## src/rtl/softreg_resp_router_if.sv

```systemverilog
// Soft-register response router bus: request observation, app response input,
// per-source response outputs and status.
interface softreg_resp_router_if #(
    parameter int LOG_DEPTH = 6,
    parameter int DATA_W    = 64
);
    logic              req_valid;
    logic              req_isWrite;
    logic              req_src;
    logic              app_resp_valid;
    logic [DATA_W-1:0] app_resp_data;
    logic              err_clr;

    logic              int_resp_valid;
    logic [DATA_W-1:0] int_resp_data;
    logic              host_resp_valid;
    logic [DATA_W-1:0] host_resp_data;
    logic [LOG_DEPTH:0] outstanding;
    logic              err_overflow;
    logic [15:0]       timeout_cnt;
    logic [15:0]       spurious_cnt;

    modport master (
        output req_valid, req_isWrite, req_src, app_resp_valid, app_resp_data, err_clr,
        input  int_resp_valid, int_resp_data, host_resp_valid, host_resp_data,
               outstanding, err_overflow, timeout_cnt, spurious_cnt
    );

    modport slave (
        input  req_valid, req_isWrite, req_src, app_resp_valid, app_resp_data, err_clr,
        output int_resp_valid, int_resp_data, host_resp_valid, host_resp_data,
               outstanding, err_overflow, timeout_cnt, spurious_cnt
    );
endinterface

```

## src/rtl/softreg_resp_router.sv

```systemverilog
// Routes in-order soft-register read responses back to the issuing source using
// a tag FIFO; synthesizes timeout responses and reports spurious/overflow events.
module softreg_resp_router #(
    parameter int              LOG_DEPTH = 6,
    parameter int              DATA_W    = 64,
    parameter int              TIMEOUT   = 1024,
    parameter logic [DATA_W-1:0] ERR_DATA = DATA_W'(64'hDEAD_BEEF_DEAD_BEEF)
) (
    input logic clk,
    input logic rst_n,
    softreg_resp_router_if.slave bus
);
    localparam int DEPTH = 1 << LOG_DEPTH;
    localparam int PW    = LOG_DEPTH + 1;
    localparam int TW    = $clog2(TIMEOUT + 1);

    function automatic logic [15:0] sat_inc16(input logic [15:0] v);
        return (&v) ? v : v + 16'd1;
    endfunction

    function automatic logic [PW-1:0] sat_inc_skip(input logic [PW-1:0] v);
        return (&v) ? v : v + PW'(1);
    endfunction

    logic [DEPTH-1:0]  tags_q;
    logic [PW-1:0]     wr_ptr_q, wr_ptr_d;
    logic [PW-1:0]     rd_ptr_q, rd_ptr_d;
    logic [PW-1:0]     outst_q, outst_d;
    logic [PW-1:0]     skip_q, skip_d;
    logic [TW-1:0]     timer_q, timer_d;
    logic              int_v_q, int_v_d;
    logic              host_v_q, host_v_d;
    logic [DATA_W-1:0] int_data_q, int_data_d;
    logic [DATA_W-1:0] host_data_q, host_data_d;
    logic              ovf_q, ovf_d;
    logic [15:0]       tcnt_q, tcnt_d;
    logic [15:0]       scnt_q, scnt_d;

    logic              empty, full, head_tag;
    logic              push_req, push_ok, overflow;
    logic              skip_dec, real_pop, spurious, tmo, pop;
    logic [DATA_W-1:0] resp_data;

    always_comb begin
        empty    = (wr_ptr_q == rd_ptr_q);
        full     = (wr_ptr_q[PW-1] != rd_ptr_q[PW-1]) &&
                   (wr_ptr_q[LOG_DEPTH-1:0] == rd_ptr_q[LOG_DEPTH-1:0]);
        head_tag = tags_q[rd_ptr_q[LOG_DEPTH-1:0]];
        push_req = bus.req_valid && !bus.req_isWrite;

        // Late responses owed by timed-out reads are swallowed before anything else.
        skip_dec = bus.app_resp_valid && (skip_q != '0);
        real_pop = bus.app_resp_valid && !skip_dec && !empty;
        spurious = bus.app_resp_valid && !skip_dec && empty;
        tmo      = !empty && !real_pop && (timer_q == TW'(TIMEOUT));
        pop      = real_pop || tmo;
        push_ok  = push_req && (!full || pop);
        overflow = push_req && full && !pop;

        wr_ptr_d = wr_ptr_q + PW'(push_ok);
        rd_ptr_d = rd_ptr_q + PW'(pop);
        outst_d  = outst_q + PW'(push_ok) - PW'(pop);
        timer_d  = (pop || empty) ? '0 : timer_q + TW'(1);

        case ({tmo, skip_dec})
            2'b10:   skip_d = sat_inc_skip(skip_q);
            2'b01:   skip_d = skip_q - PW'(1);
            default: skip_d = skip_q;
        endcase

        resp_data   = real_pop ? bus.app_resp_data : ERR_DATA;
        int_v_d     = pop && !head_tag;
        host_v_d    = pop && head_tag;
        int_data_d  = int_v_d  ? resp_data : '0;
        host_data_d = host_v_d ? resp_data : '0;

        // Clear wins over any same-cycle status event.
        ovf_d  = bus.err_clr ? 1'b0  : (ovf_q || overflow);
        tcnt_d = bus.err_clr ? 16'd0 : (tmo      ? sat_inc16(tcnt_q) : tcnt_q);
        scnt_d = bus.err_clr ? 16'd0 : (spurious ? sat_inc16(scnt_q) : scnt_q);
    end

    always_ff @(posedge clk or negedge rst_n) begin
        if (!rst_n) begin
            wr_ptr_q    <= '0;
            rd_ptr_q    <= '0;
            outst_q     <= '0;
            skip_q      <= '0;
            timer_q     <= '0;
            int_v_q     <= 1'b0;
            host_v_q    <= 1'b0;
            int_data_q  <= '0;
            host_data_q <= '0;
            ovf_q       <= 1'b0;
            tcnt_q      <= '0;
            scnt_q      <= '0;
        end else begin
            wr_ptr_q    <= wr_ptr_d;
            rd_ptr_q    <= rd_ptr_d;
            outst_q     <= outst_d;
            skip_q      <= skip_d;
            timer_q     <= timer_d;
            int_v_q     <= int_v_d;
            host_v_q    <= host_v_d;
            int_data_q  <= int_data_d;
            host_data_q <= host_data_d;
            ovf_q       <= ovf_d;
            tcnt_q      <= tcnt_d;
            scnt_q      <= scnt_d;
        end
    end

    // Tag storage is pure data; pointers alone define validity.
    always_ff @(posedge clk) begin
        if (push_ok) tags_q[wr_ptr_q[LOG_DEPTH-1:0]] <= bus.req_src;
    end

    assign bus.int_resp_valid  = int_v_q;
    assign bus.int_resp_data   = int_data_q;
    assign bus.host_resp_valid = host_v_q;
    assign bus.host_resp_data  = host_data_q;
    assign bus.outstanding     = outst_q;
    assign bus.err_overflow    = ovf_q;
    assign bus.timeout_cnt     = tcnt_q;
    assign bus.spurious_cnt    = scnt_q;
endmodule

```

## src/flat_wrapper.sv

```systemverilog
// flat-port wrapper written by rule: the top's interface ports become plain ports
module softreg_resp_router_flat 
#(
    parameter int              LOG_DEPTH = 6,
    parameter int              DATA_W    = 64,
    parameter int              TIMEOUT   = 1024,
    parameter logic [DATA_W-1:0] ERR_DATA = DATA_W'(64'hDEAD_BEEF_DEAD_BEEF)
)
  (clk, rst_n, bus_req_valid, bus_req_isWrite, bus_req_src, bus_app_resp_valid, bus_app_resp_data, bus_err_clr, bus_int_resp_valid, bus_int_resp_data, bus_host_resp_valid, bus_host_resp_data, bus_outstanding, bus_err_overflow, bus_timeout_cnt, bus_spurious_cnt);
  softreg_resp_router_if #(.LOG_DEPTH(LOG_DEPTH), .DATA_W(DATA_W)) bus_i ();
  input logic clk;
  input logic rst_n;
  input wire logic [$bits(bus_i.req_valid)-1:0] bus_req_valid;
  input wire logic [$bits(bus_i.req_isWrite)-1:0] bus_req_isWrite;
  input wire logic [$bits(bus_i.req_src)-1:0] bus_req_src;
  input wire logic [$bits(bus_i.app_resp_valid)-1:0] bus_app_resp_valid;
  input wire logic [$bits(bus_i.app_resp_data)-1:0] bus_app_resp_data;
  input wire logic [$bits(bus_i.err_clr)-1:0] bus_err_clr;
  output wire logic [$bits(bus_i.int_resp_valid)-1:0] bus_int_resp_valid;
  output wire logic [$bits(bus_i.int_resp_data)-1:0] bus_int_resp_data;
  output wire logic [$bits(bus_i.host_resp_valid)-1:0] bus_host_resp_valid;
  output wire logic [$bits(bus_i.host_resp_data)-1:0] bus_host_resp_data;
  output wire logic [$bits(bus_i.outstanding)-1:0] bus_outstanding;
  output wire logic [$bits(bus_i.err_overflow)-1:0] bus_err_overflow;
  output wire logic [$bits(bus_i.timeout_cnt)-1:0] bus_timeout_cnt;
  output wire logic [$bits(bus_i.spurious_cnt)-1:0] bus_spurious_cnt;
  assign bus_i.req_valid = bus_req_valid;
  assign bus_i.req_isWrite = bus_req_isWrite;
  assign bus_i.req_src = bus_req_src;
  assign bus_i.app_resp_valid = bus_app_resp_valid;
  assign bus_i.app_resp_data = bus_app_resp_data;
  assign bus_i.err_clr = bus_err_clr;
  assign bus_int_resp_valid = bus_i.int_resp_valid;
  assign bus_int_resp_data = bus_i.int_resp_data;
  assign bus_host_resp_valid = bus_i.host_resp_valid;
  assign bus_host_resp_data = bus_i.host_resp_data;
  assign bus_outstanding = bus_i.outstanding;
  assign bus_err_overflow = bus_i.err_overflow;
  assign bus_timeout_cnt = bus_i.timeout_cnt;
  assign bus_spurious_cnt = bus_i.spurious_cnt;
  softreg_resp_router #(.LOG_DEPTH(LOG_DEPTH), .DATA_W(DATA_W), .TIMEOUT(TIMEOUT), .ERR_DATA(ERR_DATA)) u_core (.clk(clk), .rst_n(rst_n), .bus(bus_i));
endmodule
```

## config.mk

```make
export PLATFORM = sky130hd
export DESIGN_NAME = softreg_resp_router_flat
export DESIGN_NICKNAME = d
export VERILOG_FILES = /design/src/rtl/softreg_resp_router_if.sv /design/src/rtl/softreg_resp_router.sv /design/src/flat_wrapper.sv
export SDC_FILE = /design/constraint.sdc
export NUM_CORES = 1
export LEC_CHECK = 0
export ABC_AREA = 0
export BUFFER_PORTS_ARGS = -buffer_cell sky130_fd_sc_hd__buf_2
export CAP_MARGIN = 0
export CORE_UTILIZATION = 40
export DETAILED_ROUTE_END_ITERATION = 10
export HOLD_SLACK_MARGIN = 0.15
export SKIP_CTS_REPAIR_TIMING = 1
export SYNTH_ARGS = -nofsm -noshare
export SYNTH_HDL_FRONTEND = slang
export SYNTH_SLANG_ARGS = --single-unit
```

## constraint.sdc

```tcl
create_clock -name clk -period 4.8 [get_ports clk]
set_input_delay 0 -clock clk [delete_from_list [all_inputs] [get_ports clk]]
set_output_delay 0 -clock clk [all_outputs]
set_load 0.02 [all_outputs]
```

=== After elaboration in Yosys (flattened, before gate mapping) ===
Cells that the tools add are included.

* Flip-flop bits (word level): 266
* Input bits: 71
* Output and inout bits: 170

* Add/sub/neg operators: 9
* Order comparisons: 3
* Eq/ne operators: 9
* Multiplexer cells: 18
* Reduce and logical (&&, ||, !) cells: 35

{| class="wikitable"
|+ Operators by type and width
! operator !! number
|-
| $mux 64 || 3
|-
| $mux 16 || 6
|-
| $bwmux 64 || 1
|-
| $add 16x1->16 const B || 2
|-
| $reduce_and 16->1 || 2
|-
| $add 7x1->7 || 3
|-
| $logic_and 1x1->1 || 14
|-
| $lt 6x7->1 const B || 2
|-
| $pmux 7 s2 || 1
|-
| $add 11x1->11 const B || 1
|-
| $eq 11x11->1 const B || 1
|-
| $mux 11 || 1
|-
| $add 7x1->7 const B || 1
|-
| $eq 7x7->1 || 1
|-
| $logic_not 1->1 || 7
|-
| $mux 7 || 1
|-
| $reduce_and 7->1 || 1
|-
| $reduce_bool 7->1 || 1
|-
| $sub 7x1->7 || 1
|-
| $sub 7x1->7 const B || 1
|-
| $bmux 1 s6 || 1
|-
| $demux 1 s6 || 1
|-
| $eq 6x6->1 || 1
|-
| $ge 6x1->1 const B || 1
|-
| 8 further kinds || 19
|}

=== Logic depth before layout (Yosys ltp) ===
* Word-level depth: 13
* Mapped depth: 19

=== Worst setup path after synthesis ===
Ideal clock, no wire load.

* Path kind: register to register
* Start: register u_core.rd_ptr_q[4]
* End: register u_core.outst_q[6], in the netlist u_core.bus.outstanding[6]
* Library setup time: 0.080 ns
* Arrival: 3.288 ns
* Required time: 4.720 ns
* Setup slack: 1.432 ns
* Cell stages (with the launch flop): 20
* Buffers on the path: 4
* Clock period less this slack: 3.368 ns
* Path through: dfrtp_1 > clkbuf_1 > xnor2_1 > and4_1 > buf_2 > nand3_1 > or4_1 > nand3b_1 > buf_2 > buf_2 > inv_1 > ha_1 > inv_1 > fa_1 > nor2b_1 > o21ai_0 > a21oi_1 > o21a_1 > nor2_1 > xnor2_1

* Cells in the longest elaborated chain, start to end: 11

{| class="wikitable"
|+ Ends and longest elaborated chain
! item !! line !! source
|-
| start, declared || softreg_resp_router.sv:27 || <nowiki>logic [PW-1:0] rd_ptr_q, rd_ptr_d;</nowiki>
|-
| start signal, assigned || softreg_resp_router.sv:99 || <nowiki>rd_ptr_q <= rd_ptr_d;</nowiki>
|-
| $eq 7x7->1 || softreg_resp_router.sv:45 || <nowiki>empty = (wr_ptr_q == rd_ptr_q);</nowiki>
|-
| $logic_not 1->1 || softreg_resp_router.sv:53, softreg_resp_router.sv:55 ||
|-
| $logic_and 1x1->1 || softreg_resp_router.sv:53 || <nowiki>real_pop = bus.app_resp_valid && !skip_dec && !empty;</nowiki>
|-
| $logic_not 1->1 || softreg_resp_router.sv:55 || <nowiki>tmo = !empty && !real_pop && (timer_q == TW'(TIMEOUT));</nowiki>
|-
| $logic_and 1x1->1 (2 in a row) || softreg_resp_router.sv:55 ||
|-
| $logic_or 1x1->1 || softreg_resp_router.sv:56 || <nowiki>pop = real_pop || tmo;</nowiki>
|-
| $logic_or 1x1->1 || softreg_resp_router.sv:57 || <nowiki>push_ok = push_req && (!full || pop);</nowiki>
|-
| $logic_and 1x1->1 || softreg_resp_router.sv:57 ||
|-
| $add 7x1->7 || softreg_resp_router.sv:62 || <nowiki>outst_d = outst_q + PW'(push_ok) - PW'(pop);</nowiki>
|-
| $sub 7x1->7 * || softreg_resp_router.sv:62 ||
|-
| net u_core.outst_d[6] || softreg_resp_router.sv:28 || <nowiki>logic [PW-1:0] outst_q, outst_d;</nowiki>
|-
| end signal, assigned || softreg_resp_router.sv:100 || <nowiki>outst_q <= outst_d;</nowiki>
|-
| end, declared || softreg_resp_router.sv:28 ||
|}

The timed path passes the listed nets; every way through them passes the cells marked *.
A chain may end at the register's enable or synchronous reset.

=== Final worst setup path ===
* Start: register u_core.rd_ptr_q[1]
* End: register u_core.ovf_q, in the netlist u_core.bus.err_overflow

* Cells in the longest elaborated chain, start to end: 11

{| class="wikitable"
|+ Ends and longest elaborated chain
! item !! line !! source
|-
| $eq 7x7->1 || softreg_resp_router.sv:45 ||
|-
| $logic_not 1->1 || softreg_resp_router.sv:53, softreg_resp_router.sv:55 ||
|-
| $logic_and 1x1->1 || softreg_resp_router.sv:53 ||
|-
| $logic_not 1->1 || softreg_resp_router.sv:55 ||
|-
| $logic_and 1x1->1 (2 in a row) || softreg_resp_router.sv:55 ||
|-
| $logic_or 1x1->1 || softreg_resp_router.sv:56 ||
|-
| $logic_not 1->1 || softreg_resp_router.sv:58 || <nowiki>overflow = push_req && full && !pop;</nowiki>
|-
| $logic_and 1x1->1 * || softreg_resp_router.sv:58 ||
|-
| $logic_or 1x1->1 * || softreg_resp_router.sv:78 || <nowiki>ovf_d = bus.err_clr ? 1'b0 : (ovf_q || overflow);</nowiki>
|-
| $mux 1 * || softreg_resp_router.sv:78 ||
|-
| net u_core.ovf_d || softreg_resp_router.sv:35 || <nowiki>logic ovf_q, ovf_d;</nowiki>
|-
| end signal, assigned || softreg_resp_router.sv:107 || <nowiki>ovf_q <= ovf_d;</nowiki>
|-
| end, declared || softreg_resp_router.sv:35 ||
|}

Marks and branches as above.

==> run summary <==
ANT nets after route: 0
Sequential Power Share: 0.439
dpl ws: 1.24 ns
max-cap violations: 0
peak supply drop: 0.000336 V
Final Skew: 0.00764 ns
headroom to the max-slew limit: 0.354
RePlAce Congestion: 0.797
Setup CP Type: reg -> reg
Post-synth EDFFs: 64
post-synthesis sequential area ratio: 0.625
Setup crit start kind: flop
final setup fails: 0
path type of the worst min-delay path: in -> async
combinational share of power: 0.218
layout cells sized above 1: 0.249
Final period util: 0.775
status: complete, no violations
net count after synthesis: 1075
Initial Utilization: 0.411
port buffer count: 240
CTS Buf Count: 29
vias: 8319
multi-input combinational cell area: 0.00379 mm^2
pwr/cell area: 423 mW/mm^2
wl on met1: 12.4 mm
core area: 0.0272 mm^2
Mean Syn Cell Area: 11.4 um^2
Clock Tree Buf Depth: 3
initial antenna violation count: 0
DRT Pass-1 Iters: 5
metal3 WL: 1.57 mm
Row Count: 60
crit end category: flop
vias in the first global route: 7828
Register Area: 0.00698 mm^2
Setup TNS: 0 ns
die area: 0.0286 mm^2
number of synthesized register bits: 266
Pleak: 6.66 nW
NetSw: 1.86 mW
clk sinks: 266
CTS root buf: clkbuf_16
Fmax: 269 MHz
overall routed net length: 28.1 mm
I/O pins: 241
P&R area growth vs syn: 27.8%
P_int: 4.17 mW
Async S/R FF share, synth: 0.759
DP Area: 0.0127 mm^2
Post-Synthesis Cell Area: 0.0112 mm^2
highest routed layer: met4
Clock Power Share: 0.343
Critical Path AT: 4.19 ns
GR Overflow Total: 0
Die H: 169 um
final worst slack: 1.08 ns
CTS tree: built
final hold viol count: 0
Final #Nets: 1366
RSZ-0062 raised after global routing: false
Reg clk slew, reported paths: 0.06 ns
Vias/cell: 4.99
WL/cell: 16.9 um
Cell variety after synth: 51
Clk Latency, worst-skew pair: 0.54 ns
Final min period: 3.72 ns
Primary FF master, synth: dfrtp_1
# diodes: 0
met2 wire len: 13.4 mm
Util after Layout: 0.525
H-tree depth: 1
Remaining DRCs: 0
Gate Count Post-Synth: 982
CP Data Required Time: 5.27 ns
actual slew at the worst max-slew pin: 0.960 ns
die span in x: 169 um
Net Sw Frac: 0.308
DRT iter0 DRCs: 687
dpl hpwl: 18.6 mm
Max Slew Vio Count: 0
gr usage total: 0.190
fillcell total: 2414
YS warnings: 0
final instance area: 0.0143 mm^2
critical path peak fanout: 11
largest net degree at the start of global routing: 103
first-pass GRT wire length: 43.3 mm
[power by group through the flow]
stage               clock [mW]  combinational, mW  sequential (mW)
global placement             0               1.27             2.69
global route              2.21               1.48             2.68
CTS                       2.12               1.28             2.65
finish                    2.07               1.32             2.65
floorplan                    0              0.975             2.64
detailed placement           0               1.28             2.69
[cells in the mapped netlist, drive strengths merged (3+ instances only)]
cell	n	area, um^2
a21oi	60	300
a22oi	3	22.5
a311oi	6	52.6
and3	11	68.8
and4	6	52.6
buf	34	193
clkbuf	29	109
dfrtp	202	5050
edfxtp	64	1920
ha	20	250
inv	30	113
mux2	5	56.3
mux2i	11	110
mux4	13	293
nand2	45	169
nand2b	3	18.8
nand3	37	190
nand4	17	106
nor2	189	709
nor2b	11	68.8
nor3	70	350
nor4	10	62.6
o21a	3	22.5
o21ai	10	50.1
xnor2	49	429
xor2	15	131
[area by class of cell]
| type | instances | share of cell area |
|---|---|---|
| multi-input combinational | 623 | 0.266 |
| sequential | 266 | 0.489 |
| clock inverter | 17 | 0.00798 |
| timing repair buffer | 323 | 0.142 |
| inverter | 30 | 0.00790 |
| tap | 372 | 0.0326 |
| clock buffer | 35 | 0.0546 |
[final timing paths]
| kind | from | end | slack, ns | cells past startpoint |
|---|---|---|---|---|
| max | u_core.rd_ptr_q[1]$_DFF_PN0_ | u_core.bus.err_overflow$_DFF_PN0_ | 1.08 | 8 |
| min | rst_n | u_core.bus.host_resp_data[11]$_DFF_PN0_ | 0.14 | 2 |
| max reg2reg | u_core.rd_ptr_q[1]$_DFF_PN0_ | u_core.bus.err_overflow$_DFF_PN0_ | 1.08 | 8 |
| min reg2reg | u_core.skip_q[6]$_DFFE_PN0P_ | u_core.skip_q[6]$_DFFE_PN0P_ | 0.49 | 1 |
| max in group asynchronous | rst_n | u_core.bus.host_resp_data[27]$_DFF_PN0_ | 3.45 | 3 |
| min in group clk | bus_req_src | u_core.tags_q[38]$_DFFE_PP_ | 0.20 | 1 |
[through the flow]
step | total power [mW] | hold WS [ns] | std cells
2_1_floorplan | 3.61 | -0.296 | 982
6_report | 6.03 | 0.140 | 1666
3_5_place_dp | 3.97 | 0.156 | 1543
3_3_place_gp | 3.96 | 0.146 | 1543
4_1_cts | 6.06 | -0.417 | 1595
5_1_grt | 6.36 | 0.219 | 1666
[registers in the layout, indices dropped and copies added, names as in the netlist, 11 cells and up]
signal,flops
u_core.bus.host_resp_data,64
u_core.bus.int_resp_data,64
u_core.tags_q,64
u_core.bus.spurious_cnt,16
u_core.bus.timeout_cnt,16
u_core.timer_q,11
[kinds of logic after synthesis]
| logic type | count (synthesis) | share of synthesized area |
|---|---|---|
| AOI/OAI and AO/OA | 95 | 0.0497 |
| muxes | 29 | 0.0412 |
| DFF | 266 | 0.625 |
| buffers and inverters | 93 | 0.0371 |
| and+or+nand+nor | 413 | 0.170 |
| adders and majority gates | 22 | 0.0260 |
| xor gates and xnor gates | 64 | 0.0502 |
[cell usage in the layout, fill, tap and decap left out, types with 5 or more instances in the layout]
master / count
buf_2: 239
dfrtp_1: 202
nor2_1: 189
dlygate4sd3_1: 71
nor3_1: 70
edfxtp_1: 64
a21oi_1: 59
xnor2_1: 49
nand2_1: 45
nand3_1: 36
inv_1: 30
clkbuf_16: 29
ha_1: 20
nand4_1: 17
xor2_1: 15
mux4_2: 13
nor2b_1: 11
and3_1: 11
mux2i_1: 11
buf_4: 11
nor4_1: 10
clkinv_2: 9
o21ai_0: 8
and4_1: 6
a311oi_1: 6
mux2_2: 5
[worst max-delay path, stage by stage, from the launching register on]
cell,delay [ns]
dfrtp_1,0.72
xnor2_1,0.20
and4_1,0.40
a21boi_1,0.14
or4_1,0.53
or3b_1,0.40
dlygate4sd3_1,0.57
a21oi_1,0.13
dlygate4sd3_1,0.57
[routing by layer]
metal	vias to the layer above	global-route usage
li1	3954	-
met1	4019	0.256
met2	301	0.310
met3	45	0.0344
met4	0	0.0658
met5	-	0
Power figures use the tool's default switching activity.
